<file path="src/rtl/tuart_cmd_rx.sv">
// tuart_cmd_rx
//   Tiny-UART command receiver. Synchronises and majority-samples a serial line,
//   checks stop (and optional parity) bits, and assembles SUMP-style commands:
//   an opcode with MSB 0 is a complete short command; an opcode with MSB 1
//   starts a long command of CMD_WIDTH_WORDS words. A partial long command is
//   dropped silently after TIMEOUT_BITS idle bit-times.
// Ports:
//   clk_i       single clock
//   rst_in      asynchronous active-low reset
//   rx_async_i  raw serial line, idle high
//   data_o      assembled command, opcode in the top DATA_BITS bits
//   rdy_o       one-cycle pulse, data_o valid
//   long_o      qualifies rdy_o: 1 = long command
//   err_o       one-cycle pulse, framing or parity error
module tuart_cmd_rx #(
  parameter int unsigned DATA_BITS       = 8,
  parameter int unsigned CMD_WIDTH_WORDS = 5,
  parameter int unsigned CLK_PER_SAMPLE  = 10,
  parameter int unsigned SYNC_STAGES     = 2,
  parameter int unsigned PARITY          = 0,
  parameter int unsigned TIMEOUT_BITS    = 32
) (
  input  logic                                 clk_i,
  input  logic                                 rst_in,
  input  logic                                 rx_async_i,
  output logic [DATA_BITS*CMD_WIDTH_WORDS-1:0] data_o,
  output logic                                 rdy_o,
  output logic                                 long_o,
  output logic                                 err_o
);

  localparam int unsigned H    = CLK_PER_SAMPLE / 2;
  localparam int unsigned CW   = $clog2(CLK_PER_SAMPLE);
  localparam int unsigned BW   = $clog2(DATA_BITS);
  localparam int unsigned WW   = $clog2(CMD_WIDTH_WORDS);
  localparam int unsigned TLIM = TIMEOUT_BITS * CLK_PER_SAMPLE;
  localparam int unsigned TW   = $clog2(TLIM + 1);
  localparam int unsigned CMDW = DATA_BITS * CMD_WIDTH_WORDS;

  localparam logic [CW-1:0] CNT_HM1   = CW'(H - 1);
  localparam logic [CW-1:0] CNT_H     = CW'(H);
  localparam logic [CW-1:0] CNT_HP1   = CW'(H + 1);
  localparam logic [CW-1:0] CNT_END   = CW'(CLK_PER_SAMPLE - 1);
  localparam logic [BW-1:0] LAST_BIT  = BW'(DATA_BITS - 1);
  localparam logic [WW-1:0] LAST_WORD = WW'(CMD_WIDTH_WORDS - 1);
  localparam logic [TW-1:0] TLIM_M1   = TW'(TLIM - 1);

  typedef enum logic [2:0] {
    S_IDLE, S_START, S_DATA, S_PARITY, S_STOP, S_BREAK
  } state_t;

  state_t                 state;
  logic [SYNC_STAGES-1:0] sync;
  logic                   rx_s;
  logic                   rx_prev;
  logic [CW-1:0]          cnt;
  logic [BW-1:0]          bit_idx;
  logic [DATA_BITS-1:0]   shreg;
  logic                   par_ok;
  logic                   s0, s1, vote;
  logic                   at_hm1, at_h, at_hp1, at_end;
  logic                   start_edge, stop_hit, frame_ok, frame_err;
  logic [WW-1:0]          wcnt;
  logic [CMDW-1:0]        acc, acc_shift;
  logic [TW-1:0]          tcnt;

  always_ff @(posedge clk_i or negedge rst_in) begin
    if (!rst_in) sync <= '1;
    else         sync <= {sync[SYNC_STAGES-2:0], rx_async_i};
  end

  assign rx_s   = sync[SYNC_STAGES-1];
  assign at_hm1 = (cnt == CNT_HM1);
  assign at_h   = (cnt == CNT_H);
  assign at_hp1 = (cnt == CNT_HP1);
  assign at_end = (cnt == CNT_END);

  // s0/s1 hold the samples at H-1 and H; the third vote is the live line at H+1.
  assign vote       = (s0 & s1) | (s0 & rx_s) | (s1 & rx_s);
  assign start_edge = (state == S_IDLE) && rx_prev && !rx_s;

  // Stop decision is combinational so the outputs register on the sample clock itself.
  assign stop_hit  = (state == S_STOP) && at_hp1;
  assign frame_ok  = stop_hit && vote && par_ok;
  assign frame_err = stop_hit && !(vote && par_ok);

  always_ff @(posedge clk_i or negedge rst_in) begin
    if (!rst_in) begin
      state   <= S_IDLE;
      rx_prev <= 1'b1;
      cnt     <= '0;
      bit_idx <= '0;
      shreg   <= '0;
      par_ok  <= 1'b1;
      s0      <= 1'b1;
      s1      <= 1'b1;
    end else begin
      rx_prev <= rx_s;
      if (at_hm1) s0 <= rx_s;
      if (at_h)   s1 <= rx_s;
      cnt <= at_end ? '0 : cnt + 1'b1;
      case (state)
        S_IDLE: begin
          cnt <= '0;
          if (start_edge) begin
            state  <= S_START;
            par_ok <= 1'b1;
          end
        end
        S_START: begin
          if (at_hp1 && vote) state <= S_IDLE;
          else if (at_end) begin
            state   <= S_DATA;
            bit_idx <= '0;
          end
        end
        S_DATA: begin
          if (at_hp1) shreg <= {vote, shreg[DATA_BITS-1:1]};
          if (at_end) begin
            if (bit_idx == LAST_BIT) state <= (PARITY != 0) ? S_PARITY : S_STOP;
            else                     bit_idx <= bit_idx + 1'b1;
          end
        end
        S_PARITY: begin
          if (at_hp1) par_ok <= (((^shreg) ^ vote) == (PARITY == 1));
          if (at_end) state <= S_STOP;
        end
        S_STOP: begin
          // Leave at the stop sample so a back-to-back start edge is not missed.
          if (at_hp1) state <= vote ? S_IDLE : S_BREAK;
        end
        S_BREAK: begin
          cnt <= '0;
          if (rx_s) state <= S_IDLE;
        end
        default: state <= S_IDLE;
      endcase
    end
  end

  // Words shift in from the LSB end, so after CMD_WIDTH_WORDS words the opcode sits on top.
  assign acc_shift = {acc[CMDW-DATA_BITS-1:0], shreg};

  always_ff @(posedge clk_i or negedge rst_in) begin
    if (!rst_in) begin
      wcnt   <= '0;
      acc    <= '0;
      tcnt   <= '0;
      data_o <= '0;
      rdy_o  <= 1'b0;
      long_o <= 1'b0;
      err_o  <= 1'b0;
    end else begin
      rdy_o <= 1'b0;
      err_o <= 1'b0;
      if (frame_err) begin
        err_o <= 1'b1;
        wcnt  <= '0;
      end else if (frame_ok) begin
        acc <= acc_shift;
        if (wcnt == '0 && !shreg[DATA_BITS-1]) begin
          data_o <= {shreg, {(CMDW-DATA_BITS){1'b0}}};
          long_o <= 1'b0;
          rdy_o  <= 1'b1;
        end else if (wcnt == LAST_WORD) begin
          data_o <= acc_shift;
          long_o <= 1'b1;
          rdy_o  <= 1'b1;
          wcnt   <= '0;
        end else begin
          wcnt <= wcnt + 1'b1;
        end
      end
      // A start edge outranks an expiring timeout, keeping the partial command.
      if (start_edge) begin
        tcnt <= '0;
      end else if (state == S_IDLE && wcnt != '0) begin
        if (tcnt == TLIM_M1) begin
          tcnt <= '0;
          wcnt <= '0;
        end else begin
          tcnt <= tcnt + 1'b1;
        end
      end
    end
  end

endmodule

</file>
<file path="config.mk">
export PLATFORM = sky130hd
export DESIGN_NAME = tuart_cmd_rx
export DESIGN_NICKNAME = d
export VERILOG_FILES = /design/src/rtl/tuart_cmd_rx.sv
export SDC_FILE = /design/constraint.sdc
export NUM_CORES = 1
export LEC_CHECK = 0
export BUFFER_PORTS_ARGS = -buffer_cell sky130_fd_sc_hd__buf_2
export CELL_PAD_IN_SITES_DETAIL_PLACEMENT = 1
export CELL_PAD_IN_SITES_GLOBAL_PLACEMENT = 1
export CORE_MARGIN = 2
export CORE_UTILIZATION = 46
export CTS_CLUSTER_DIAMETER = 150
export DETAILED_ROUTE_END_ITERATION = 10
export PLACE_DENSITY = 0.83
export SETUP_SLACK_MARGIN = 0.3
export SYNTH_ARGS = -nofsm -noshare
export SYNTH_HDL_FRONTEND = slang
export SYNTH_SLANG_ARGS = --single-unit
</file>
<file path="constraint.sdc">
create_clock -name clk_i -period 2.5 [get_ports clk_i]
set_clock_uncertainty 0.1 [all_clocks]
set_input_delay 0.125 -clock clk_i [delete_from_list [all_inputs] [get_ports clk_i]]
set_output_delay 0.125 -clock clk_i [all_outputs]
set_load 0.02 [all_outputs]
</file>
-- After elaboration in Yosys (flattened, before gate mapping)
Cells that the tools add are included.
- bits in registers: 111
- latch bits: 0
- bits in writable memories: 0
- bits in read-only memories: 0
- output and inout bits: 43
- logic and storage cells: 118
- memories kept: 0
- add/sub/neg operators: 4
- multiply operators: 0
- div/mod/pow operators: 0
- order comparisons: 0
- equality and inequality tests: 23
- shifts and indexed selects: 0
- mux-type cells: 39
- bitwise gates (word level): 8
- reductions and logical operators: 28
- operators by type and width (cell ; count):
    40-bit 2-to-1 mux ; 2
    3-bit 2-to-1 mux ; 20
    9-bit 2-to-1 mux ; 3
    2-bit inequality test, second input constant ; 10
    3-bit case mux with 6 select lines ; 1
    3-bit == test, second input constant ; 4
    4-bit by 3-bit == test with 1-bit output, second input constant ; 3
    1-bit logical AND ; 10
    9-bit by 1-bit adder with 9-bit output, second input constant ; 1
    9-bit == test, second input constant ; 1
    1-bit 2-to-1 mux ; 9
    4-bit 2-to-1 mux ; 2
    2-bit nonzero test ; 4
    8-bit XOR reduction ; 1
    7-bit AND reduction ; 1
    3-bit by 1-bit adder with 3-bit output, second input constant ; 2
    3-bit by 2-bit == test with 1-bit output, second input constant ; 2
    3-bit zero test ; 2
    3-bit case mux with 2 select lines ; 1
    3-bit AND reduction ; 2
    5-bit AND reduction ; 1
    4-bit by 1-bit adder with 4-bit output, second input constant ; 1
    4-bit == test, second input constant ; 1
    2-bit AND reduction ; 2
    10 further kinds ; 16

-- Depth between registers and ports, before layout
- depth in word-level cells: 10
- gate-level depth with buffers: 9
- gate-level depth less buffers: 7

-- Worst setup path after synthesis
No wires, ideal clock.
- path type: register -> register
- start point: register cnt[1]
- end point: register state[1]
- arrival time: 1723 ps
- data required time: 2275 ps
- setup slack: 552 ps
- cell stages (with the launch flop): 8
- path through: dfrtp_1 > buf_6 > and4bb_1 > buf_6 > a2111oi_4 > o21bai_1 > o221a_2 > mux2_4
- longest elaborated chain between the ends: 4
- elaborated cells between the ends (all ways): 10
- classes of those cells: eq/ne (6); mux (2); reduce/logical (2)
- RTL lines (element ; line ; source):
    from (decl) ; 56 ; logic [CW-1:0] cnt;
    from (signal assigned) ; 101 ; cnt <= at_end ? '0 : cnt + 1'b1;
    4-bit by 3-bit == test with 1-bit output ; 75 ; assign at_hp1 = (cnt == CNT_HP1);
    1-bit logical AND ; 111 ; if (at_hp1 && vote) state <= S_IDLE;
    3-bit inequality test (no line) or 3-bit 2-to-1 mux (tied branches) ; -- ;
    7-bit AND reduction (no line) or 3-bit case mux with 6 select lines (tied branches) ; -- ;
    to (signal assigned) ; 120 ; if (bit_idx == LAST_BIT) state <= (PARITY != 0) ? S_PARITY : S_STOP;
    to (signal assigned) ; 130 ; if (at_hp1) state <= vote ? S_IDLE : S_BREAK;
    to (decl) ; 52 ; state_t state;
Several ways; a longest one is shown, not always the timed one.
A chain may end at the register's enable or synchronous reset.

-- Worst setup path after layout
Same ends and word-level chain as after synthesis.

==> metrics list <==
* Slew of the pin with the lowest slew margin: 670 ps
* Total of warnings raised by yosys: 0
- Die Wd: 105 um
* Synth cell count leaders: sky130_fd_sc_hd__nand2_1, sky130_fd_sc_hd__dfrtp_1, sky130_fd_sc_hd__a22o_1
- Final Cycle Share: 83.4%
- The min-delay analysis places its worst path in the category in -> async.
- Summed over all layers, the routed wires come to 10.8 mm.
- Synth-to-Final Area Change: 12.6%
* Clock sinks: 111
- Footprint of the multi-input gates: 1770 um^2
- Port Buffer Count: 45
* Total of fill cells in the finished design: 1097
* Setup repair after global routing missed its margin: yes
* Crit-path cells: and4bb_2 -> nor3b_1 -> a211oi_1 -> o221a_2 -> mux2_4
* Most area-hungry cell type in the Yosys netlist: sky130_fd_sc_hd__dfrtp_1
* Minimum setup slack in the final design: 416 ps
- The number of pins with negative max-slew slack in the final report was 0.
- The number of different library cells used by synthesis comes to 45.
- CTS Buf Count: 9
- Largest stage delay, worst path: 500 ps
- The sequential cells in the finished layout cover a total of 2790 um^2.
- Largest net degree at the start of global routing: 51
- Fraction of layout instances using a drive strength above 1: 20.6%
* Area enclosed by the die boundary: 11100 um^2
- Y dimension of the die: 105 um
- TritonCTS clock tree: done
* Sort of element at the end of the critical path: flip-flop
* Initial Utilization: 46.6%
- Vias per std cell: 5.34
- In this run the mean area of a mapped cell was 10.8 um^2.
- The worst setup path is of the reg -> reg kind.
* Number of rows created at floorplan: 37
- Critical path fanouts, max: 8
- Across the run, the number of max-cap violations was 0.
- Ant diodes: 0
- The longest clock path from root to sink contains 2 buffers.
- Detailed-routing iteration count for the pre-antenna-repair pass: 6
- Number of synthesized flops with an enable pin: 0
- The routed layout has 3349 vias.
- Share of the yosys chip area belonging to registers: 58.9%
- Post-route DRC violation count: 0
- Arrival time of data at the critical path endpoint: 2250 ps
- The final layout contains 494 nets.
- Buffers plus inverters on the worst setup path: 0
* Share of flip-flops with an asynchronous set or reset: 100%
- Cell with the largest stage delay on the worst path: sky130_fd_sc_hd__dfrtp_1
* Utilization of the core after routing: 52.5%
- Summed negative setup slack over all endpoints: 0 ps
- Pre-CTS setup slack: 359 ps
* Number of buffers added for setup after CTS: 0
- Highest clock frequency the design can meet: 480 MHz
* Core Box Area: 10100 um^2
- Routability-driven placement finished with a final weighted congestion of 0.792.
- The smallest clock period supported by the final layout is computed as 2080 ps.
* Critical Path Source Type: flip-flop
- Summed over all nets, the half-perimeter wirelength after detailed placement is 7.37 mm.
* Count of H-tree levels built during CTS: 3
- Pin placement for this block handled 46 I/O pins.
* Power density of the placed cells: 715 nW/um^2
- Worst supply voltage drop on vdd: 0.000281 V
* CTS clk-pin slew, worst paths: 110 ps
- The cell family contributing the most delay on the critical path is compound AO/OA/AOI/OAI gates.
* Clk Tree Root Cell: sky130_fd_sc_hd__clkbuf_8
- Most frequent cell after synthesis: sky130_fd_sc_hd__nand2_1
- Area share of the largest cell type after synthesis: 55.6%
- The total overflow left after global routing is 0.
- The first global-routing pass estimated 18.1 mm of wire.
- Among all flip-flop cells after synthesis, the most frequent one is sky130_fd_sc_hd__dfrtp_1.
- After synthesis the cells add up to 4730 um^2.
* Starting DRT DRC Count: 129
- Clock latency on the worst-skew pair, taken at its later pin, is 370 ps.
- Worst endpoint required time: 2670 ps
- In the global route stage, overall resource usage came out at 20.7%.
* Net Count, Synth: 447
- Headroom to the max-slew limit came out at 55.3%.
* Vias in the first global route: 3534
- Count of endpoints failing hold in the final timing report: 0
- Once detail routing completed, the nets flagged for antenna violations numbered 0.
- Flip-flop and latch count after synthesis: 111
* Leakage dissipation: 2.76 nW
- Gate count after technology mapping: 439
- Cells taking the most area after synthesis: sky130_fd_sc_hd__dfrtp_1, sky130_fd_sc_hd__nand2_1, sky130_fd_sc_hd__a22o_1
- Status: complete, no violations
- Antenna violations before repair: 0
- Average detailed-routed wire length per instance: 17.2 um
- Setup violations remaining at the end of the flow were counted as 0.
==> placed cells by master (no fill, tap or decap), types with 2 or more instances in the layout <==
cell and count:
sky130_fd_sc_hd__nor4_1 2, sky130_fd_sc_hd__clkbuf_8 9, sky130_fd_sc_hd__mux2_2 9, sky130_fd_sc_hd__mux2i_1 8
sky130_fd_sc_hd__buf_4 11, sky130_fd_sc_hd__dlygate4sd3_1 2, sky130_fd_sc_hd__nor3_1 6, sky130_fd_sc_hd__ha_1 5
sky130_fd_sc_hd__a22o_1 32, sky130_fd_sc_hd__a211oi_1 2, sky130_fd_sc_hd__nand2_1 132, sky130_fd_sc_hd__a21oi_1 8
sky130_fd_sc_hd__xor2_1 2, sky130_fd_sc_hd__dfstp_2 6, sky130_fd_sc_hd__nand2b_1 6, sky130_fd_sc_hd__xnor2_1 12
sky130_fd_sc_hd__inv_8 5, sky130_fd_sc_hd__o21ai_0 23, sky130_fd_sc_hd__mux2_4 2, sky130_fd_sc_hd__inv_1 8
sky130_fd_sc_hd__dfrtp_1 104, sky130_fd_sc_hd__buf_2 44, sky130_fd_sc_hd__a21o_1 3, sky130_fd_sc_hd__o21bai_1 2
sky130_fd_sc_hd__nor2_1 15, sky130_fd_sc_hd__nand3_1 6
==> metrics by stage <==
step	hold WS [ps]	instances	area [um^2]	total power, mW
after global placement	87.0	609	5080	2.60
after CTS	221	627	5320	3.84
after floorplan	-271	439	4730	2.51
after detailed placement	95.2	609	5080	2.66
final	216	627	5320	3.81
after global routing	273	627	5320	3.99
==> cell families after synthesis <==
| logic type | synth area share [%] |
|---|---|
| AOI/OAI and AO/OA | 11.6 |
| xor gates and xnor gates | 2.59 |
| adders and majority gates | 1.56 |
| buffers and inverters | 3.76 |
| DFF | 58.9 |
| muxes | 4.47 |
| and+or+nand+nor | 17.1 |
==> final cells by class <==
cell class	count	area share [%]
inverters	8	0.564
repair buffers	58	6.44
multi-input cells	298	33.3
clock buffers	9	2.33
flip-flops and latches	111	52.4
clock inverters	7	1.79
well taps	136	3.20
==> path summary, 6_finish.rpt <==
kind                            startpoint    endpoint  slack (ps)  depth (start not counted)
max in group asynchronous           rst_in  data_o[25]        1350                          3
worst min-delay path                rst_in      cnt[2]         220                          2
worst max register to register      cnt[1]    state[1]         420                          5
min in group clk_i                 sync[0]     sync[1]         260                          0
worst min register to register     sync[0]     sync[1]         260                          0
worst max-delay path                cnt[1]    state[1]         420                          5
==> where the power goes <==
group	switching, mW	internal (mW)
clock network	0.678	0.501
logic	0.334	0.278
registers	0.128	1.89
total	1.14	2.67
==> state kept, by name, indices dropped and copies added, names as in the netlist, 2 cells and up <==
name and flops:
acc 32, tcnt 9, sync 2, wcnt 3, shreg 8, bit_idx 3, data_o 40, state 3
cnt 4
==> layer usage <==
| metal | up-vias | share of wire (%) | global-route usage (%) |
|---|---|---|---|
| li1 | 1571 | - | - |
| met1 | 1707 | 47 | 29.1 |
| met2 | 60 | 49 | 33.6 |
| met3 | 11 | 2.7 | 2.47 |
| met4 | 0 | 1.2 | 6.76 |
| met5 | - | 0 | 0 |
==> timing repair <==
item	CTS	global route
endpoints found under the setup margin	0	70
gates resized for setup	0	4
hold endpoints to repair	47	0
hold buffers	2	0
Note: power is estimated with default switching activity, not from simulation.
